<file path="config.mk">
export PLATFORM = sky130hd
export DESIGN_NAME = vga_timing_gen
export DESIGN_NICKNAME = d
export VERILOG_FILES = /design/src/rtl/vga_timing_gen.sv
export SDC_FILE = /design/constraint.sdc
export NUM_CORES = 1
export LEC_CHECK = 0
export ABC_AREA = 1
export ABC_CLOCK_PERIOD_IN_PS = 1700
export BUFFER_PORTS_ARGS = -buffer_cell sky130_fd_sc_hd__clkbuf_2
export CAP_MARGIN = 0
export CORE_MARGIN = 2
export CORE_UTILIZATION = 50
export DETAILED_ROUTE_END_ITERATION = 10
export GPL_TIMING_DRIVEN = 0
export HOLD_SLACK_MARGIN = 0.03
export PLACE_DENSITY = 0.8
export REMOVE_ABC_BUFFERS = 1
export SYNTH_ARGS = -nofsm -noshare
export SYNTH_HDL_FRONTEND = slang
export SYNTH_SLANG_ARGS = --single-unit
</file>
<file path="constraint.sdc">
create_clock -name clk -period 1.7 [get_ports clk]
set_input_delay 0.17 -clock clk [delete_from_list [all_inputs] [get_ports clk]]
set_output_delay 0.17 -clock clk [all_outputs]
set_load 0.01 [all_outputs]
</file>
<file path="src/rtl/vga_timing_gen.sv">
// VGA raster timing: pixel-rate divider, h/v counters and registered
// sync, visible-window and line/frame strobes.
module vga_timing_gen #(
    parameter int DIV         = 4,
    parameter int H_TOTAL     = 800,
    parameter int H_SYNC      = 96,
    parameter int H_VIS_START = 144,
    parameter int H_VIS_END   = 784,
    parameter int V_TOTAL     = 525,
    parameter int V_SYNC      = 2,
    parameter int V_VIS_START = 35,
    parameter int V_VIS_END   = 515
) (
    input  logic       clk,
    input  logic       rst_n,
    output logic       pixel_en,
    output logic [9:0] hCount,
    output logic [9:0] vCount,
    output logic       hSync,
    output logic       vSync,
    output logic       bright,
    output logic       line_tick,
    output logic       frame_tick
);

    localparam int DW = (DIV > 1) ? $clog2(DIV) : 1;
    localparam logic [DW-1:0] DIV_MAX = DW'(DIV - 1);
    localparam logic [9:0] H_MAX = 10'(H_TOTAL - 1);
    localparam logic [9:0] V_MAX = 10'(V_TOTAL - 1);
    localparam logic [9:0] H_SY  = 10'(H_SYNC);
    localparam logic [9:0] V_SY  = 10'(V_SYNC);
    localparam logic [9:0] H_VS  = 10'(H_VIS_START);
    localparam logic [9:0] H_VE  = 10'(H_VIS_END);
    localparam logic [9:0] V_VS  = 10'(V_VIS_START);
    localparam logic [9:0] V_VE  = 10'(V_VIS_END);

    logic [DW-1:0] r_div;
    logic          r_pixel_en;
    logic [9:0]    r_h;
    logic [9:0]    r_v;
    logic          r_hsync;
    logic          r_vsync;
    logic          r_bright;
    logic          r_line;
    logic          r_frame;

    logic [9:0]    w_h_nxt;
    logic [9:0]    w_v_nxt;
    logic          w_line;
    logic          w_frame;

    // Next raster position; decodes are taken from it so they land
    // on the same edge as the counters.
    always_comb begin
        w_h_nxt = r_h;
        w_v_nxt = r_v;
        w_line  = 1'b0;
        w_frame = 1'b0;
        if (r_pixel_en) begin
            if (r_h == H_MAX) begin
                w_h_nxt = 10'd0;
                w_line  = 1'b1;
                if (r_v == V_MAX) begin
                    w_v_nxt = 10'd0;
                    w_frame = 1'b1;
                end else begin
                    w_v_nxt = r_v + 10'd1;
                end
            end else begin
                w_h_nxt = r_h + 10'd1;
            end
        end
    end

    always_ff @(posedge clk or negedge rst_n) begin
        if (!rst_n) begin
            r_div      <= '0;
            r_pixel_en <= 1'b0;
            r_h        <= 10'd0;
            r_v        <= 10'd0;
            r_hsync    <= 1'b0;
            r_vsync    <= 1'b0;
            r_bright   <= 1'b0;
            r_line     <= 1'b0;
            r_frame    <= 1'b0;
        end else begin
            r_div      <= (r_div == DIV_MAX) ? '0 : r_div + 1'b1;
            r_pixel_en <= (r_div == DIV_MAX);
            r_h        <= w_h_nxt;
            r_v        <= w_v_nxt;
            r_hsync    <= !(w_h_nxt < H_SY);
            r_vsync    <= !(w_v_nxt < V_SY);
            r_bright   <= (w_h_nxt >= H_VS) && (w_h_nxt < H_VE) &&
                          (w_v_nxt >= V_VS) && (w_v_nxt < V_VE);
            r_line     <= w_line;
            r_frame    <= w_frame;
        end
    end

    assign pixel_en   = r_pixel_en;
    assign hCount     = r_h;
    assign vCount     = r_v;
    assign hSync      = r_hsync;
    assign vSync      = r_vsync;
    assign bright     = r_bright;
    assign line_tick  = r_line;
    assign frame_tick = r_frame;

endmodule

</file>
==> results of run 1 <==
[worst max-delay path by stage]
stage                   to      start  slack, ps
finish              bright  vCount[0]       -250
global route        bright  vCount[0]       -370
CTS                 bright  hCount[7]       -200
detailed placement  bright  hCount[0]       -460
global placement    bright  hCount[0]       -450
floorplan           bright  hCount[0]       -190
[cell type report]
type                       instances  area (um2)  share of cell area, %
tap                               44        55.1                   2.55
inverter                          42         158                   7.30
sequential                        28         704                   32.6
clock buffer                       3        22.5                   1.04
timing repair buffer              46         300                   13.9
multi-input combinational        154         918                   42.6
[power by group through the flow]
stage	combinational [mW]	clock (mW)	sequential [mW]
floorplan	0.000000549	0	0.679
global placement	0.0136	0	0.679
detailed placement	0.0139	0	0.679
CTS	0.0155	0.278	0.666
global route	0.0174	0.312	0.666
finish	0.0142	0.271	0.666
[critical path: cells and delay by family (launching register included)]
kind | cells | cell delay, ps
DFF | 1 | 470
adders and majority gates | 1 | 150
buffers and inverters | 3 | 260
and+or+nand+nor | 10 | 1010
[repair_timing]
item                       CTS  global route
hold buffers                 1             0
hold endpoints to repair    28             0
pin swaps                    4            17
resized for setup           12            38
buffers inserted             8            10
setup endpoints to repair    9             7
[per-stage QoR]
step	setup slack [ps]	power, mW	instances
finish	-254	0.951	317
detailed placement	-460	0.693	295
global placement	-454	0.692	295
global route	-369	0.995	317
CTS	-198	0.960	307
floorplan	-186	0.679	224
[per-layer routing]
layer	global-route usage, %	part of all wire [%]	up-vias
li1	-	-	799
met1	28.8	42	764
met2	32.5	50	83
met3	3.15	6.6	10
met4	8.07	1.9	0
met5	0	0	-
[logic make-up (layout without fill, tap and decap cells)]
kind of cell,count (synthesis),after routing,synth area share (%)
and+or+nand+nor,136,136,38.2
buffers and inverters,44,91,10.6
DFF,28,28,42.8
AOI/OAI and AO/OA,11,11,3.75
adders and majority gates,4,4,3.06
xor gates and xnor gates,3,3,1.61
[layout by cell type (no fill, tap or decap), types with 3 or more instances in the layout]
cell	Yosys	routed
buf_4	0	15
clkbuf_2	0	27
clkbuf_4	0	3
dfrtp_1	28	25
dfrtp_2	0	3
inv_1	41	37
inv_2	1	5
nand2_1	66	55
nand2_2	4	13
nand3_1	26	18
nand3_2	0	7
nand4_1	7	7
nor2_1	20	14
nor2_2	4	7
nor2_4	2	5
o21ai_0	7	5
o21ai_1	2	3
[flip-flops by register name, summed over array words and instances, names as in the netlist]
name        flops
bright          1
vSync           1
vCount         10
r_div           2
hSync           1
line_tick       1
pixel_en        1
hCount         10
frame_tick      1
==> impl_metrics.env, run 1 <==
export IMPL_outcome="finished, violations left"
export IMPL_violations="setup timing"
export IMPL_cts_buffers=3
export IMPL_r2r_end="bright"
export IMPL_p_per_area_nw_per_um2=441
export IMPL_p_leak_nw=1.22
export IMPL_rrSetupSlack_ps=-250
export IMPL_fill_cells=246
export IMPL_crit_path_start_kind="register"
export IMPL_power_switching_uw=199
export IMPL_synth_edf_count=0
export IMPL_ios=28
export IMPL_cp_common_cell="nand3_2"
export IMPL_critPathArrivalTime_ps=2220
export IMPL_grt_pass1_vias=1300
export IMPL_slowest_delay_ps=470
export IMPL_start_util_pct=53.1
export IMPL_synth_area_leaders="dfrtp_1 (43%), nand2_1 (15%), inv_1 (9.4%), nand3_1 (8.0%), nor2_1 (4.6%)"
export IMPL_rr_worst_depth=14
export IMPL_cp_slowest_cell="dfrtp_2"
export IMPL_rsz0062_at_grt="yes"
export IMPL_period_share_pct=115
export IMPL_synth_cells=226
export IMPL_cts_htree_levels=1
export IMPL_avgSynthCellArea_um2=7.24
export IMPL_totalWireLength_um=4150
export IMPL_yosys_cell_count_top_type="nand2_1"
export IMPL_r2r_start="vCount[0]"
export IMPL_final_cell_area_um2=2160
export IMPL_place_gp_congestion=0.899
export IMPL_ys_seq_area_share_pct=42.8
export IMPL_routedWlPerCell_um=13.1
export IMPL_syn_to_final_growth_pct=32.0
export IMPL_tritoncts="done"
export IMPL_numPortBuffers=27
export IMPL_dp_hpwl_um=2450
export IMPL_synth_ff_type="dfrtp_1"
export IMPL_combinationalPowerShare_pct=1.5
export IMPL_cts_num_sinks=28
export IMPL_die_h_um=61.2
export IMPL_tns_ps=-450
export IMPL_synth_top_area_share_pct=42.8
export IMPL_p_clk_share_pct=28.5
export IMPL_clk_path_buf_depth=2
export IMPL_cp_max_fo=6
export IMPL_synth_cell_type_count=23
export IMPL_fin_skew_ps=13.9
export IMPL_antenna_left=0
export IMPL_drc=0
export IMPL_vdd_ir_drop_max_mv=0.307
export IMPL_synth_area_um2=1640
export IMPL_min_period_ps=1950
export IMPL_end_kind="register"
export IMPL_clockRootBuffer="clkbuf_4"
export IMPL_synthArstFlopShare_pct=100
export IMPL_crit_required_ps=1970
export IMPL_maxCapViolCount=0
export IMPL_core_um2=3080
export IMPL_clk_pin_slew_ps=150
export IMPL_grt_pass1_wl_um=5690
export IMPL_grt_usage_pct=20.7
export IMPL_routed_via_density=5.22
export IMPL_n_antenna_cell=0
export IMPL_max_slew_margin_rel_pct=56.5
export IMPL_worst_slew_pin_slew_ps=652
export IMPL_drive_gt1_share_pct=35.9
export IMPL_antenna_found_initial=0
export IMPL_seq_power_share_pct=70.0
export IMPL_max_freq_mhz=512
export IMPL_drv_slew=0
export IMPL_drtIter0Drc=106
export IMPL_setup_violations=2
export IMPL_yosys_warnings=0
export IMPL_post_dp_cell_area_um2=1810
export IMPL_clock_latency_ps=330
export IMPL_internal_power_uw=752
export IMPL_whs_ps=372
export IMPL_p_sw_share_pct=21.0
export IMPL_synth_common_cells="nand2_1 (66), inv_1 (41), dfrtp_1 (28), nand3_1 (26), nor2_1 (20)"
export IMPL_yosys_area_top_type="dfrtp_1"
export IMPL_die_area_um2=3740
export IMPL_num_vias=1656
export IMPL_num_rows=20
export IMPL_die_w_um=61.2
export IMPL_globalRouteOverflowTotal=0
export IMPL_fin_nets=281
export IMPL_crit_type="reg2reg"
export IMPL_fin_ws_ps=-254
export IMPL_finalHoldViolCount=0
export IMPL_ys_ff_latch=28
export IMPL_grt_max_degree=29
export IMPL_drtPass1Iterations=4
export IMPL_final_util_pct=70.1
export IMPL_crit_chain="inv_2, ha_1, nand2_1, nor2_1, nand3_2, inv_2, nand2_2, nand3_2, nand2_2, nor2_4, nand3_2, nand2_1, inv_1, nor2_2"
export IMPL_hp_class="in2async"
(Power assumes the default switching activity.)
==> run 2: changes to the inputs <==
--- a/config.mk
+++ b/config.mk
@@ -5,16 +5,15 @@
 export SDC_FILE = /design/constraint.sdc
 export NUM_CORES = 1
 export LEC_CHECK = 0
-export ABC_AREA = 1
 export ABC_CLOCK_PERIOD_IN_PS = 1700
 export BUFFER_PORTS_ARGS = -buffer_cell sky130_fd_sc_hd__clkbuf_2
 export CAP_MARGIN = 0
 export CORE_MARGIN = 2
-export CORE_UTILIZATION = 50
+export CORE_UTILIZATION = 48
 export DETAILED_ROUTE_END_ITERATION = 10
 export GPL_TIMING_DRIVEN = 0
 export HOLD_SLACK_MARGIN = 0.03
-export PLACE_DENSITY = 0.8
+export PLACE_DENSITY = 0.79
 export REMOVE_ABC_BUFFERS = 1
 export SYNTH_ARGS = -nofsm -noshare
 export SYNTH_HDL_FRONTEND = slang
==> run 2 against run 1 <==
Compared with the run above:
- the flow still finishes with violations (setup timing)
- die area decreased by 9.7%
- first-iteration DRC count decreased by 42%
- sequential power about the same
- largest cell class unchanged
==> impl_metrics.env, run 2 <==
export IMPL_synth_cells=139
export IMPL_violations="setup timing"
export IMPL_ys_seq_area_share_pct=49.8
export IMPL_globalRouteOverflowTotal=0
export IMPL_drtIter0Drc=61
export IMPL_period_share_pct=178
export IMPL_tritoncts="done"
export IMPL_finalHoldViolCount=0
export IMPL_p_per_area_nw_per_um2=527
export IMPL_core_um2=2780
export IMPL_total_power_mw=1.01
export IMPL_syn_to_final_growth_pct=36.8
export IMPL_maxCapViolCount=0
export IMPL_cts_htree_levels=1
export IMPL_antenna_left=0
export IMPL_ys_ff_latch=28
export IMPL_numPortBuffers=27
export IMPL_ios=28
export IMPL_yosys_area_top_type="dfrtp_1"
export IMPL_vdd_ir_drop_max_mv=0.620
export IMPL_drc=0
export IMPL_cts_buffers=3
export IMPL_rrSetupSlack_ps=-1330
export IMPL_die_area_um2=3380
export IMPL_post_dp_cell_area_um2=1570
export IMPL_max_slew_margin_rel_pct=54.6
export IMPL_antenna_found_initial=0
export IMPL_setup_violations=10
export IMPL_outcome="finished, violations left"
export IMPL_clk_path_buf_depth=2
export IMPL_hp_class="in2async"
export IMPL_whs_ps=374
export IMPL_drive_gt1_share_pct=42.4
export IMPL_synth_area_leaders="dfrtp_1 (50%), xnor2_1 (5.0%), nand3_1 (3.9%), ha_1 (3.6%), nand2_1 (3.2%)"
export IMPL_final_cell_area_um2=1930
export IMPL_mostFrequentLayoutCells="dfrtp_1 (27), clkbuf_2 (27), buf_4 (22), nand2_1 (11), nand3_1 (9)"
export IMPL_fin_nets=198
export IMPL_dp_hpwl_um=2120
export IMPL_drtPass1Iterations=4
export IMPL_crit_path_start_kind="register"
export IMPL_die_h_um=58.2
export IMPL_grt_max_degree=29
export IMPL_totalWireLength_um=3920
export IMPL_synth_common_cells="dfrtp_1 (28), nand2_1 (12), nand3_1 (11), inv_1 (9), xnor2_1 (8)"
export IMPL_r2r_start="vCount[0]"
export IMPL_fin_ws_ps=-1330
export IMPL_grt_usage_pct=22.3
export IMPL_avgSynthCellArea_um2=10.1
export IMPL_fin_skew_ps=3.77
export IMPL_cp_max_fo=4
export IMPL_routedWlPerCell_um=17.7
export IMPL_max_freq_mhz=330
export IMPL_cts_num_sinks=28
export IMPL_crit_required_ps=1970
export IMPL_critPathArrivalTime_ps=3300
export IMPL_synth_top_area_share_pct=49.8
export IMPL_worst_slew_pin_slew_ps=681
export IMPL_p_leak_nw=1.03
export IMPL_fill_cells=197
export IMPL_yosys_cell_count_top_type="dfrtp_1"
export IMPL_grt_pass1_wl_um=5680
export IMPL_yosys_warnings=0
export IMPL_num_rows=19
export IMPL_end_kind="register"
export IMPL_n_antenna_cell=0
export IMPL_die_w_um=58.2
export IMPL_rr_worst_depth=9
export IMPL_drv_slew=0
export IMPL_grt_pass1_vias=1199
export IMPL_start_util_pct=50.6
export IMPL_synth_edf_count=0
export IMPL_synth_cell_type_count=42
export IMPL_synth_ff_type="dfrtp_1"
export IMPL_final_util_pct=69.2
export IMPL_min_period_ps=3030
export IMPL_synthArstFlopShare_pct=100
export IMPL_r2r_end="bright"
export IMPL_routed_via_density=6.11
export IMPL_synth_area_um2=1410
export IMPL_crit_type="reg2reg"
export IMPL_num_vias=1357
export IMPL_clockRootBuffer="clkbuf_4"
export IMPL_rsz0062_at_grt="yes"
export IMPL_place_gp_congestion=0.831
export IMPL_clock_latency_ps=340
export IMPL_clk_pin_slew_ps=150
run 2: layout make-up:
| cell class | count | area [um2] | share of cell area (%) |
|---|---|---|---|
| Multi-Input combinational cell | 98 | 790 | 41.0 |
| Tap cell | 31 | 38.8 | 2.01 |
| Timing Repair Buffer | 51 | 322 | 16.7 |
| Inverter | 10 | 37.5 | 1.95 |
| Clock buffer | 4 | 36.3 | 1.88 |
| Sequential cell | 28 | 702 | 36.5 |
run 2: worst max path at each step:
stage | from | to | slack [ps]
2_1_floorplan | vCount[0] | bright | -1350
3_3_place_gp | vCount[0] | bright | -1520
3_5_place_dp | vCount[0] | bright | -1590
4_1_cts | vCount[0] | bright | -1210
5_1_grt | vCount[0] | bright | -1410
6_report | vCount[0] | bright | -1330
run 2: worst max-delay path: stages, from the launching register on:
cell and delay [ps]:
dfrtp_1 420, inv_2 70, ha_1 140, or4b_4 460, or4_4 480, a22oi_2 200
nand4_1 180, or3_1 370, or4b_1 480, a31oi_1 140
run 2: metrics by stage:
step	setup WS [ps]	setup TNS [ps]	std cells
2_1_floorplan	-1350	-4750	136
3_3_place_gp	-1520	-6240	194
3_5_place_dp	-1590	-7210	194
4_1_cts	-1210	-4090	216
5_1_grt	-1410	-5710	222
6_report	-1330	-5210	222
run 2: logic make-up (layout without fill, tap and decap cells):
| family | Yosys count | count (layout) | share of synthesized area (%) |
|---|---|---|---|
| flip-flops | 28 | 28 | 49.8 |
| XOR/XNOR | 10 | 10 | 6.22 |
| adder cells (fa/ha/maj) | 4 | 4 | 3.56 |
| multiplexers | 2 | 2 | 1.51 |
| AO/OA/AOI/OAI | 19 | 19 | 9.42 |
| buffers and inverters | 13 | 65 | 3.55 |
| AND/OR/NAND/NOR | 63 | 63 | 26.0 |
run 2: where the power goes:
part	total, mW	switching (mW)	internal [mW]	leakage (nW)
logic	0.0148	0.0125	0.00226	0.629
clock network	0.333	0.202	0.132	0.0210
registers	0.666	0	0.666	0.375
total	1.01	0.214	0.800	1.03
run 2: routing by layer:
layer | routed length, um | vias to the layer above | share of wire (%) | global-route usage (%)
li1 | - | 605 | - | -
met1 | 1640 | 677 | 42 | 30.9
met2 | 1920 | 60 | 49 | 36.7
met3 | 248 | 15 | 6.3 | 2.68
met4 | 123 | 0 | 3.1 | 6.98
met5 | 0 | - | 0 | 0
run 2: repair_timing:
item / 4_1_cts / 5_1_grt
buffers inserted: 17 / 6
gates resized for setup: 15 / 17
hold endpoints to repair: 28 / 0
endpoints found under the setup margin: 16 / 16
pin swaps: 13 / 8
hold buffers: 1 / 0
==> run 3: changes to the inputs <==
--- a/config.mk
+++ b/config.mk
@@ -5,7 +5,7 @@
 export SDC_FILE = /design/constraint.sdc
 export NUM_CORES = 1
 export LEC_CHECK = 0
-export ABC_CLOCK_PERIOD_IN_PS = 1700
+export ABC_CLOCK_PERIOD_IN_PS = 2600
 export BUFFER_PORTS_ARGS = -buffer_cell sky130_fd_sc_hd__clkbuf_2
 export CAP_MARGIN = 0
 export CORE_MARGIN = 2
==> constraint.sdc (replaced) <==
create_clock -name clk -period 2.6 [get_ports clk]
set_input_delay 0.26 -clock clk [delete_from_list [all_inputs] [get_ports clk]]
set_output_delay 0.26 -clock clk [all_outputs]
set_load 0.01 [all_outputs]
==> run 3 against run 2 <==
Compared with the run above:
- critical endpoint unchanged
- the flow still finishes with violations (setup timing)
- worst setup slack improved by 940 ps
- clock-buffer cell count unchanged
- via count is 5.7% lower
==> impl_metrics.env, run 3 (same netlist as run 2, synthesis figures left out) <==
export IMPL_grt_pass1_wl_um=5090
export IMPL_cts_htree_levels=1
export IMPL_rsz0062_at_grt="yes"
export IMPL_antenna_found_initial=0
export IMPL_routed_via_density=6.06
export IMPL_crit_required_ps=2860
export IMPL_drv_slew=0
export IMPL_antenna_left=0
export IMPL_start_util_pct=50.6
export IMPL_final_util_pct=62.8
export IMPL_totalWireLength_um=3180
export IMPL_crit_path_start_kind="register"
export IMPL_syn_to_final_growth_pct=24.0
export IMPL_cts_num_sinks=28
export IMPL_num_vias=1279
export IMPL_vdd_ir_drop_max_mv=0.288
export IMPL_die_h_um=58.2
export IMPL_clockRootBuffer="clkbuf_4"
export IMPL_clock_latency_ps=320
export IMPL_drive_gt1_share_pct=30.6
export IMPL_clk_path_buf_depth=2
export IMPL_fin_skew_ps=5.07
export IMPL_fin_ws_ps=-387
export IMPL_crit_type="reg2reg"
export IMPL_core_um2=2780
export IMPL_die_w_um=58.2
export IMPL_place_gp_congestion=0.831
export IMPL_p_leak_nw=0.918
export IMPL_min_period_ps=2990
export IMPL_critPathArrivalTime_ps=3240
export IMPL_dp_hpwl_um=2120
export IMPL_dp_slack_ps=-694
export IMPL_drtPass1Iterations=4
export IMPL_hp_class="reg2reg"
export IMPL_routedWlPerCell_um=15.1
export IMPL_dp_cells=194
export IMPL_fin_nets=187
export IMPL_grt_usage_pct=19.7
export IMPL_max_slew_margin_rel_pct=54.3
export IMPL_end_kind="register"
export IMPL_final_common_cell="dfrtp_1"
export IMPL_num_rows=19
export IMPL_cp_max_fo=5
export IMPL_p_per_area_nw_per_um2=373
export IMPL_period_share_pct=115
export IMPL_globalRouteOverflowTotal=0
export IMPL_maxCapViolCount=0
export IMPL_grt_pass1_vias=1134
export IMPL_cts_buffers=3
export IMPL_tritoncts="done"
export IMPL_stdcell_count=211
export IMPL_max_freq_mhz=335
export IMPL_drc=0
export IMPL_drtIter0Drc=66
export IMPL_numPortBuffers=27
export IMPL_outcome="finished, violations left"
export IMPL_clk_pin_slew_ps=140
export IMPL_mostFrequentLayoutCells="dfrtp_1 (28), clkbuf_2 (27), nand2_1 (12), nand3_1 (11), buf_4 (11)"
export IMPL_worst_slew_pin_slew_ps=686
export IMPL_n_antenna_cell=0
export IMPL_setup_violations=2
export IMPL_ios=28
export IMPL_die_area_um2=3380
export IMPL_violations="setup timing"
export IMPL_finalHoldViolCount=0
export IMPL_grt_max_degree=29
run 3: cell types whose count changed in the layout (fill, tap and decap cells not counted), sizes merged:
cell,previous run,this run
buf,23,12
run 3: cell type report:
cell class                      count  area [um2]
Fill cell                         226        1040
Sequential cell                    28         701
Multi-Input combinational cell     98         693
Timing Repair Buffer               40         239
Tap cell                           31        38.8
Inverter                           10        37.5
Clock buffer                        4        36.3
run 3: final timing paths:
| kind | to | from | cells after the start | slack [ps] |
|---|---|---|---|---|
| worst min-delay path | r_div[0] | r_div[0] | 1 | 440 |
| worst min register to register | r_div[0] | r_div[0] | 1 | 440 |
| worst max-delay path | bright | vCount[0] | 9 | -390 |
| max in group asynchronous | hCount[6] | rst_n | 2 | 1670 |
| min in group asynchronous | hCount[4] | rst_n | 2 | 490 |
| worst max register to register | bright | vCount[0] | 9 | -390 |
run 3: per-layer routing:
| layer | GRT usage [%] | vias up | routed length (um) |
|---|---|---|---|
| met1 | 27.4 | 643 | 1390 |
| li1 | - | 584 | - |
| met4 | 5.98 | 0 | 27 |
| met2 | 32.3 | 48 | 1580 |
| met5 | 0 | - | 0 |
| met3 | 2.68 | 4 | 184 |
run 3: per-stage QoR:
stage | power [mW] | TNS (ps) | area, um2 | hold WS [ps]
floorplan | 0.444 | -829 | 1400 | -35.6
global placement | 0.453 | -1150 | 1570 | 323
detailed placement | 0.453 | -1320 | 1570 | 334
CTS | 0.658 | -614 | 1690 | 440
global route | 0.683 | -815 | 1750 | 466
finish | 0.652 | -674 | 1750 | 438
run 3: timing repair:
item                                    in CTS  in global routing
resized for setup                            8                  3
gates cloned                                 0                  0
hold endpoints to repair                    28                  0
pin swaps                                    7                  4
hold buffers                                 1                  0
endpoints found under the setup margin       2                  2
setup buffers                                7                  5
run 3: worst max-delay path, stage by stage, from the launching register on:
cell     delay (ps)
dfrtp_1         420
inv_2            70
ha_1            140
or4b_4          460
or4_4           490
a22oi_2         200
nand4_1         150
or3_1           360
or4b_1          480
a31oi_1         140
run 3: where the power goes:
group / total (mW) / internal (mW) / switching [mW]
Sequential: 0.436 / 0.436 / 0
Clock: 0.206 / 0.0856 / 0.121
Combinational: 0.00971 / 0.00148 / 0.00823
